--- config.mk ---
export PLATFORM = sky130hd
export DESIGN_NAME = param_sram_ctrl
export DESIGN_NICKNAME = d
export VERILOG_FILES = /design/src/rtl/param_sram_ctrl_pkg.sv /design/src/rtl/sram_rsp_fifo.sv /design/src/rtl/param_sram_ctrl.sv
export SDC_FILE = /design/constraint.sdc
export NUM_CORES = 1
export LEC_CHECK = 0
export CORE_UTILIZATION = 60
export DETAILED_ROUTE_END_ITERATION = 8
export DONT_BUFFER_PORTS = 1
export HOLD_SLACK_MARGIN = 0.15
export MAX_ROUTING_LAYER = met4
export PLACE_DENSITY = 0.76
export SYNTH_ARGS = -nofsm -noshare
export SYNTH_HDL_FRONTEND = slang
export SYNTH_HIERARCHICAL = 1
export SYNTH_SLANG_ARGS = --single-unit
--- constraint.sdc ---
create_clock -name clk -period 3 [get_ports clk]
set_input_delay 0.3 -clock clk [delete_from_list [all_inputs] [get_ports clk]]
set_output_delay 0.3 -clock clk [all_outputs]
set_load 0.005 [all_outputs]
--- src/rtl/param_sram_ctrl_pkg.sv ---
// param_sram_ctrl_pkg: shared types and constants for the parameter SRAM controller
package param_sram_ctrl_pkg;
    typedef enum logic {IDLE, BURST} state_e;
    localparam int RSP_DEPTH = 2;
    localparam int CMD_ADDR_W = 2;
    localparam int CMD_DATA_W = 32;
    localparam int CMD_LEN_W = 4;
    typedef struct packed {
        logic                  write;
        logic [CMD_ADDR_W-1:0] addr;
        logic [CMD_DATA_W-1:0] wdata;
        logic [CMD_LEN_W-1:0]  len;
    } sram_cmd_t;
endpackage

--- src/rtl/sram_rsp_fifo.sv ---
// sram_rsp_fifo: 2-entry read-response FIFO; head entry always visible on rdata
module sram_rsp_fifo
    import param_sram_ctrl_pkg::*;
#(
    parameter int DATA_W = 32
) (
    input  logic              clk,
    input  logic              rst_n,
    input  logic              push,
    input  logic [DATA_W-1:0] wdata,
    input  logic              pop,
    output logic [DATA_W-1:0] rdata,
    output logic [1:0]        count,
    output logic              empty
);
    logic [DATA_W-1:0] mem [RSP_DEPTH];
    logic              wp, rp;
    assign rdata = mem[rp];
    assign empty = count == 2'd0;
    // storage, pointers and occupancy; push and pop together leave count unchanged
    always_ff @(posedge clk or negedge rst_n) begin
        if (!rst_n) begin
            mem   <= '{default: '0};
            wp    <= 1'b0;
            rp    <= 1'b0;
            count <= 2'd0;
        end else begin
            if (push) begin
                mem[wp] <= wdata;
                wp      <= !wp;
            end
            if (pop) rp <= !rp;
            count <= count + {1'b0, push} - {1'b0, pop};
        end
    end
endmodule

--- src/rtl/param_sram_ctrl.sv ---
// param_sram_ctrl: valid/ready front end for a single-port param SRAM (bursts with SRAM_CTRL_BURST_EN)
module param_sram_ctrl
    import param_sram_ctrl_pkg::*;
#(
    parameter int ADDR_W = 2,
    parameter int DATA_W = 32,
    parameter int LEN_W  = 4
) (
    input  logic              clk,
    input  logic              rst_n,
    input  logic              req_valid,
    output logic              req_ready,
    input  logic              req_write,
    input  logic [ADDR_W-1:0] req_addr,
    input  logic [DATA_W-1:0] req_wdata,
    input  logic [LEN_W-1:0]  req_len,
    output logic              rsp_valid,
    input  logic              rsp_ready,
    output logic [DATA_W-1:0] rsp_data,
    output logic              mem_cs,
    output logic              mem_oe,
    output logic              mem_W_req,
    output logic [ADDR_W-1:0] mem_addr,
    output logic [DATA_W-1:0] mem_W_data,
    input  logic [DATA_W-1:0] mem_R_data
);
    logic       up, rd_inflight, pop, credit_ok, in_burst, accept, issue, empty;
    logic [1:0] count;
`ifdef SRAM_CTRL_BURST_EN
    state_e            state;
    logic [ADDR_W-1:0] b_addr;
    logic [LEN_W-1:0]  b_rem;
    assign in_burst = state == BURST;
`else
    logic unused_len;
    assign unused_len = ^req_len;
    assign in_burst   = 1'b0;
`endif
    assign pop        = rsp_valid && rsp_ready;
    assign credit_ok  = ({1'b0, count} + {2'b0, rd_inflight} - {2'b0, pop}) < 3'd2;
    assign req_ready  = up && !in_burst && (req_write || credit_ok);
    assign accept     = req_valid && req_ready;
    assign issue      = accept || (in_burst && credit_ok);
    assign mem_cs     = issue;
    assign mem_W_req  = !(accept && req_write);
`ifdef SRAM_CTRL_BURST_EN
    assign mem_addr   = !issue ? '0 : in_burst ? b_addr : req_addr;
`else
    assign mem_addr   = issue ? req_addr : '0;
`endif
    assign mem_W_data = accept ? req_wdata : '0;
    assign mem_oe     = rd_inflight;
    assign rsp_valid  = !empty;
    // ready comes up one cycle after reset release; track the read whose data returns next cycle
    always_ff @(posedge clk or negedge rst_n) begin
        if (!rst_n) begin
            up          <= 1'b0;
            rd_inflight <= 1'b0;
        end else begin
            up          <= 1'b1;
            rd_inflight <= issue && mem_W_req;
        end
    end
`ifdef SRAM_CTRL_BURST_EN
    // burst sequencer: the accept cycle issues the first word, BURST issues the remaining b_rem words
    always_ff @(posedge clk or negedge rst_n) begin
        if (!rst_n) begin
            state  <= IDLE;
            b_addr <= '0;
            b_rem  <= '0;
        end else if (state == IDLE) begin
            if (accept && !req_write && req_len != '0) begin
                state  <= BURST;
                b_addr <= req_addr + 1'b1;
                b_rem  <= req_len;
            end
        end else if (credit_ok) begin
            b_addr <= b_addr + 1'b1;
            b_rem  <= b_rem - 1'b1;
            if (b_rem == LEN_W'(1)) state <= IDLE;
        end
    end
`endif
    sram_rsp_fifo #(.DATA_W(DATA_W)) u_fifo (
        .clk   (clk),
        .rst_n (rst_n),
        .push  (rd_inflight),
        .wdata (mem_R_data),
        .pop   (pop),
        .rdata (rsp_data),
        .count (count),
        .empty (empty)
    );
endmodule

==> summary by stage, run 1 <==
Run status
The flow ran to the end, and the final reports show no timing, DRC or antenna violations.

Drt
In this run, the number of DRC markers left after iteration 0 of detailed routing was about 170. After detailed routing, the number of remaining DRC violations is 0. The iteration count of the initial detailed-routing pass is 4. The final route contains 2691 vias. The routed wirelength normalized by instance count is 19.2 um. The remaining antenna violation count after routing is 0. Summed over all layers, the routed wires come to just over 8000 um. In the routed layout, each cell is associated on average with a via count of slightly above 6.

Synthesis
The synthesized instance count is 328. Summing every instance area after synthesis gives 3930 um^2. The number of enable flip-flop cells after synthesis is 0. The count of cell types in the netlist is 26. In the synthesized netlist the async set-or-reset flop fraction comes to 1.00.

For this run, the leading register cell type out of synthesis is dfrtp_1. Yosys printed 6 warnings. The share of the Yosys chip area taken by registers is 0.446. The post-synthesis sequential element count is 70.

The average size of a mapped cell is roughly 12 um^2. When the netlist entered floorplanning its net count stood at ~410.

Worst setup path
Together, buffers and inverters on the worst path number 1. The number of cells traversed by the worst register-to-register path is 8. The worst setup path is captured at an output pin.

The setup check on the worst reg-to-reg path leaves a slack of 0.88 ns. The startpoint identified for the worst register-to-register timing path is u_fifo/count[0]. Data on the critical path arrives at its endpoint at roughly 2.5 ns. The dominant delay contributor by cell family on the critical path is adder cells.

The delay of the slowest cell on the worst path is roughly 0.42 ns. The capturing point of the worst reg2reg path is mem_oe. In this run the worst path has a maximum fanout of 37. The kind of start point of the critical path is a flip-flop.

The launching element of the worst setup path is u_fifo/count[0]. Walking the worst path, the cells encountered are nor2_2 -> nor2b_2 -> ha_1 -> nor2b_1 -> fa_1 -> buf_4 -> nand2b_1 -> o21ai_0. The required time at the worst-slack endpoint is 2.70 ns. The critical path is of the flip-flop to output pin type. The cell depth of the worst setup path is 8. The cell at the slowest stage of the critical path is fa_1.

The capturing instance or port of the critical path is req_ready.

STA
The final clock period utilization by the worst path is 0.947. Counting I/O delays and the setup requirement, the final critical path takes 2.84 ns. The final clock skew is roughly 0.0060 ns. For the pin with the worst max-slew slack, the measured transition is approximately 0.6 ns. In the final timing run, aggregate negative setup slack is 0 ns. The hold violation total from the final report is 0. Setup repair after global routing left no endpoint under its margin. The relative max-transition margin is 0.599. Setup violations remaining at the end of the flow were counted as 0.

The worst hold margin is 0.278 ns. The number of pins with negative max-slew slack in the final report is 0. For this run, the top clock speed supported by timing is around 0.35 GHz.

CTS
No sink is reached through more buffers than the 2 on the longest clock path. The clock tree from TritonCTS is done. The CTS sink count is 70. Clock tree synthesis inserted a total of 9 buffers.

After clock tree synthesis, the clock-pin slew on the worst setup and hold paths is around 0.080 ns. The H-tree generated during clock tree synthesis spans 3 levels. The cell chosen for the clock root is clkbuf_8. In this run the post-CTS setup repair buffer count came out at 0. The insertion delay of the later-clocked pin in the worst-skew pair is 0.34 ns.

Flow run
The reported max-cap violation count is 0.

Cells and area
Leaving out fill and tap cells, the most frequent cell in the layout is mux2_2. The final standard cell utilization of the core is 0.710. Compared with the post-synthesis result, the final layout area differs by 14.8%. The repair_antennas step left the layout with diodes totalling 0. The top cell types in the final layout, fill and taps aside, are 88 x mux2_2, 70 x dfrtp_1, 37 x nand2_1, 34 x nand4b_1, 34 x dlygate4sd3_1.

The net count reported at finish is 430. After routing the design area is 4510 um^2. The fraction of final layout cells with drive strength greater than 1 is 0.360.

Power
The total chip power is ~0.0045 W. Power spread over the standard cell area amounts to between 900 and 1000 nW/um^2. The worst IR drop on VDD is 0.596 mV. The leakage power summed over all cells is ~1.8 nW.

Die
The initial utilization of the core area, before any placement, comes to 0.618. The die is between 80 and 90 um tall. In this run the core area contains 29 standard-cell rows.

The area enclosed by the die boundary is between 6000 and 7000 um^2. The total area inside the core boundary comes to 6350 um^2. During I/O placement, the number of pins put on the boundary was 146. From left edge to right edge, the die measures 82.9 um.

Place
The count of buffers added on input and output ports is 0. The detailed placement HPWL is 5070 um. The final weighted congestion of routability-driven global placement is just under 0.7. The placed standard-cell area is a little under 4000 um^2.

Global route
The maximum number of pins on one net before global-route repair is 71. The via count of the first global-routing pass is between 2000 and 3000. The global-route wire length before repair is around 14000 um. The initial antenna violation count is 0. The total routing usage reported by global routing is 0.257. Summed over all layers, the global routing overflow is 0.

Min path
The tightest min-delay check is of the primary input to flip-flop type.
what timing repair did:
item	CTS	global route
resized for setup	0	3
hold buffers	35	0
endpoints found under the setup margin	0	34
hold endpoints to repair	135	0
state kept, by name, indices dropped and copies added, names as in the netlist:
register / flops
mem_oe: 1
u_fifo/count: 2
u_fifo/mem: 64
u_fifo/rp: 1
u_fifo/wp: 1
up: 1
Yosys cell counts, types with 2 or more instances:
cell,n,area [um^2]
o22ai_1,32,200
buf_2,18,90.1
clkbuf_1,6,22.5
xor2_1,2,17.5
nand2_1,37,139
buf_6,6,67.6
o22ai_2,2,25.0
mux2_2,88,991
xnor2_1,2,17.5
dfrtp_1,70,1750
nor2b_1,3,18.8
inv_1,6,22.5
ha_1,3,37.5
nand4b_1,34,298
mux2_4,8,120
report_power, final:
group / total [W] / internal [W] / switching [W]
clock network: 0.000849 / 0.000476 / 0.000373
registers: 0.00165 / 0.00141 / 0.000237
logic: 0.00200 / 0.00111 / 0.000895
metal layers:
metal	global-route usage	routed length (um)	vias to the layer above
li1	-	-	1250
met1	0.328	3540	1315
met2	0.393	4100	108
met3	0.0577	515	18
met4	0.118	159	0
met5	-	0	-
through the flow:
step | worst slack, ns | cells
after global routing | 0.0455 | 433
after global placement | 0.528 | 382
after detailed placement | 0.467 | 382
after floorplan | 0.532 | 328
final | 0.159 | 433
after CTS | 0.0788 | 433
cells by family (layout without fill, tap and decap cells):
logic type / after synthesis / after routing / synth area share
multiplexers: 96 / 96 / 0.283
AND/OR/NAND/NOR: 78 / 78 / 0.121
flip-flops: 70 / 70 / 0.446
buffers and inverters: 38 / 66 / 0.0574
AO/OA/AOI/OAI: 36 / 36 / 0.0605
XOR/XNOR: 5 / 5 / 0.0159
adder cells (fa/ha/maj): 4 / 4 / 0.0147
other: 1 / 1 / 0.000955
worst min-delay path by stage:
stage | depth (start not counted) | from | endpoint
2_1_floorplan | 0 | rst_n | mem_oe
3_3_place_gp | 0 | rst_n | u_fifo/mem[17]
6_report | 2 | rsp_ready | u_fifo/rp
3_5_place_dp | 0 | rst_n | u_fifo/mem[46]
4_1_cts | 2 | rsp_ready | u_fifo/rp
5_1_grt | 2 | rsp_ready | u_fifo/rp
final cells by class:
cell class / count / area, um^2
multi-input cells: 220 / 1970
fillers: 445 / 1840
flip-flops and latches: 70 / 1750
repair buffers: 44 / 448
clock buffers: 10 / 128
well taps: 77 / 96.3
clock inverters: 6 / 93.8
inverters: 6 / 22.5
(Power assumes the default switching activity.)
==> inputs of run 2 (changes only) <==
Settings changed: CELL_PAD_IN_SITES_DETAIL_PLACEMENT set to 0, CELL_PAD_IN_SITES_GLOBAL_PLACEMENT set to 2, CORE_UTILIZATION 60 to 39, PLACE_DENSITY 0.76 to not set, PLACE_DENSITY_LB_ADDON set to 0.2.
==> run 2 against run 1 <==
Against the previous run:
- highest routed layer unchanged
- combinational power is 4% higher
- sequential share of layout area down 0.75 points
- first-iteration DRC count is 54% lower
- clock power decreased by 12%
- cell count up 14%
- largest cell class unchanged
- core utilization down 24 points
==> summary by stage, run 2 (synthesis gave the netlist of run 1 again) <==
Place
The minimum setup slack after placement came to 0.480 ns (was 0.467 ns). The final weighted congestion of routability-driven global placement came to 0.665 (was 0.683). The placed standard-cell area is 4010 um^2 (was 3910 um^2).

The detailed placement HPWL is 5520 um (was 5070 um). The number of port buffers is 0 (unchanged).

Cells and area
The area of all sequential standard cells is 1750 um^2 (unchanged). The number of antenna diodes is 0 (unchanged). The register with the highest flop count is u_fifo/mem (unchanged).

The net count reported at finish came to 434 (was 430). The most common cell after layout, fill and taps aside is mux2_2 (unchanged). The total area of multi-input combinational cells came to 1960 um^2 (was 1970 um^2). The fraction of final layout cells with drive strength greater than 1 is 0.359 (was 0.360). The cell area after layout is 4600 um^2 (was 4510 um^2). The post-synthesis to final-layout area growth came to 17.1% (was 14.8%). Biggest registers after layout: u_fifo/mem (64), u_fifo/count (2) (unchanged). The filler cell count in the final layout came to 930 (was 445).

Highest-count cells in the layout ignoring fill and taps: 88 x mux2_2, 70 x dfrtp_1, 37 x nand2_1, 34 x nand4b_1, 34 x dlygate4sd3_1 (unchanged). The final standard cell utilization of the core is 0.470 (was 0.710). The number of flip-flops in the largest register came to 64 (unchanged).

Power
The worst IR drop on VDD is 0.556 mV (was 0.596 mV). The total power density per cell area is 982 nW/um^2 (was 998 nW/um^2). The leakage power summed over all cells is 1.85 nW (was 1.84 nW).

STA
The final sum of negative setup slack is 0 ns (unchanged). The final setup violation count is 0 (unchanged). Unrepaired setup endpoints after global routing: false (unchanged). The final clock skew was 0.00579 ns (was 0.00597 ns).

The relative max-transition margin was 0.494 (was 0.599). The hold violation total from the final report is 0 (unchanged). The upper clock frequency limit is 0.352 GHz (about the same). The transition time at the pin with the least slew margin is 0.759 ns (was 0.601 ns).

The final clock period utilization by the worst path came to 0.946 (was 0.947). The clock period minus final worst setup slack came to 2.84 ns (about the same). The number of pins with negative max-slew slack in the final report is 0 (unchanged).

The least setup slack across all paths after layout is 0.162 ns (was 0.159 ns).

Die
The core area is 9770 um^2 (was 6350 um^2). The chip width came to 102 um (was 82.9 um). The placement row count is 36 (was 29). The area enclosed by the die boundary is 10500 um^2 (was 6870 um^2). The number of primary I/O pins is 146 (unchanged). The starting utilization of the core area was 0.402 (was 0.618). The die height was 102 um (was 82.9 um).

CTS
The insertion delay of the later-clocked pin in the worst-skew pair was 0.34 ns (about the same). The cell chosen for the clock root is clkbuf_8 (unchanged). The deepest level of the CTS H-tree is 3 (unchanged).

The worst-case clock buffer depth is 2 (unchanged). The clock-pin slew on the worst setup and hold paths is 0.07 ns (was 0.08 ns). The number of CTS-inserted buffers came to 9 (unchanged). The clock tree from TritonCTS is done (unchanged). The CTS sink count is 70 (unchanged).

Min path
The worst min-delay path class is primary input to flip-flop (unchanged). The startpoint of the most critical hold path is rsp_ready (unchanged).

Global route
The via count of the first global-routing pass came to 2581 (was 2708). The global-route wire length before repair is 13000 um (was 13700 um). The total routing usage reported by global routing is 0.167 (was 0.257). The maximum number of pins on one net before global-route repair is 71 (unchanged). The initial antenna violation count was 0 (unchanged). The remaining global-route overflow is 0 (unchanged).

Worst setup path
The required time at the worst-slack endpoint is 2.70 ns (about the same). The worst path arrival time is 2.54 ns (about the same). The capturing point of the worst reg2reg path is mem_oe (unchanged).

The launching element of the worst setup path is u_fifo/count[1] (was u_fifo/count[0]). The category of the most critical setup path is flip-flop to output pin (unchanged). The launch instance of the worst register-to-register path is u_fifo/count[1] (was u_fifo/count[0]). The capturing instance or port of the critical path is mem_W_data[31] (was req_ready).

The number of cells traversed by the worst register-to-register path is 7 (was 8). The worst reg-to-reg setup slack is 0.88 ns (about the same). The maximum fanout along the worst path was 33 (was 37). The kind of end point of the critical path was an output pin (unchanged).

The kind of start point of the critical path is a flip-flop (unchanged).

Run status
Run status: finished clean (unchanged).

Drt
The routed wirelength normalized by instance count is 17.5 um (was 19.2 um). The detailed-route via count is 2696 (was 2691). The remaining antenna violation count after routing is 0 (unchanged). The number of DRC violations after detailed-routing iteration 0 is 76 (was 166).

The average via count per standard cell was 5.48 (was 6.21). The DRC violation count after routing is 0 (unchanged). The total wirelength of the detailed-routed design is 8630 um (was 8320 um). The iteration count of the initial detailed-routing pass came to 4 (unchanged).

Flow run
The reported max-cap violation count is 0 (unchanged).
==> run 2: what timing repair did <==
item                                   in CTS  in global routing
setup endpoints to repair                   0                  4
endpoints found under the hold margin     135                  0
hold buffers                               35                  0
resized for setup                           0                  1
buffers inserted                            0                  3
==> run 2: per-layer routing <==
metal	vias up	global-route usage	part of all wire
li1	1251	-	-
met1	1344	0.203	0.43
met2	94	0.266	0.48
met3	7	0.0527	0.085
met4	0	0.0495	0.0082
met5	-	-	0
==> run 2: worst min path at each step <==
stage | endpoint | slack [ns] | depth (start not counted)
6_report | u_fifo/rp | 0.36 | 3
5_1_grt | u_fifo/rp | 0.36 | 3
4_1_cts | u_fifo/rp | 0.35 | 3
3_5_place_dp | u_fifo/mem[46] | 0.006 | 0
3_3_place_gp | u_fifo/mem[46] | 0.006 | 0
2_1_floorplan | mem_oe | 0.004 | 0
==> run 2: final cells by class <==
| class | instances | share of cell area |
|---|---|---|
| Tap cell | 133 | 0.0362 |
| Inverter | 6 | 0.00490 |
| Clock buffer | 10 | 0.0299 |
| Multi-Input combinational cell | 220 | 0.426 |
| Clock inverter | 5 | 0.0128 |
| Timing Repair Buffer | 48 | 0.109 |
| Sequential cell | 70 | 0.381 |
==> run 2: critical path, cell delays in order (launching register included) <==
cell and delay (ns):
dfrtp_1 0.39, nor2_1 0.15, nor2b_1 0.08, ha_1 0.29, nor2b_1 0.14, fa_1 0.51
buf_12 0.20, nand4b_1 0.17, o22ai_1 0.26
==> run 2: power by group <==
part | internal [W] | switching, W | leakage [nW]
logic | 0.00121 | 0.000875 | 0.911
registers | 0.00141 | 0.000270 | 0.846
clock network | 0.000403 | 0.000346 | 0.0948
total | 0.00302 | 0.00149 | 1.85
==> run 2: metrics by stage <==
step	hold slack, ns	instances	power [W]
after floorplan	0.00441	328	0.00328
final	0.361	492	0.00451
after global placement	0.00565	439	0.00362
after global routing	0.363	492	0.00483
after detailed placement	0.00559	439	0.00368
after CTS	0.352	489	0.00451
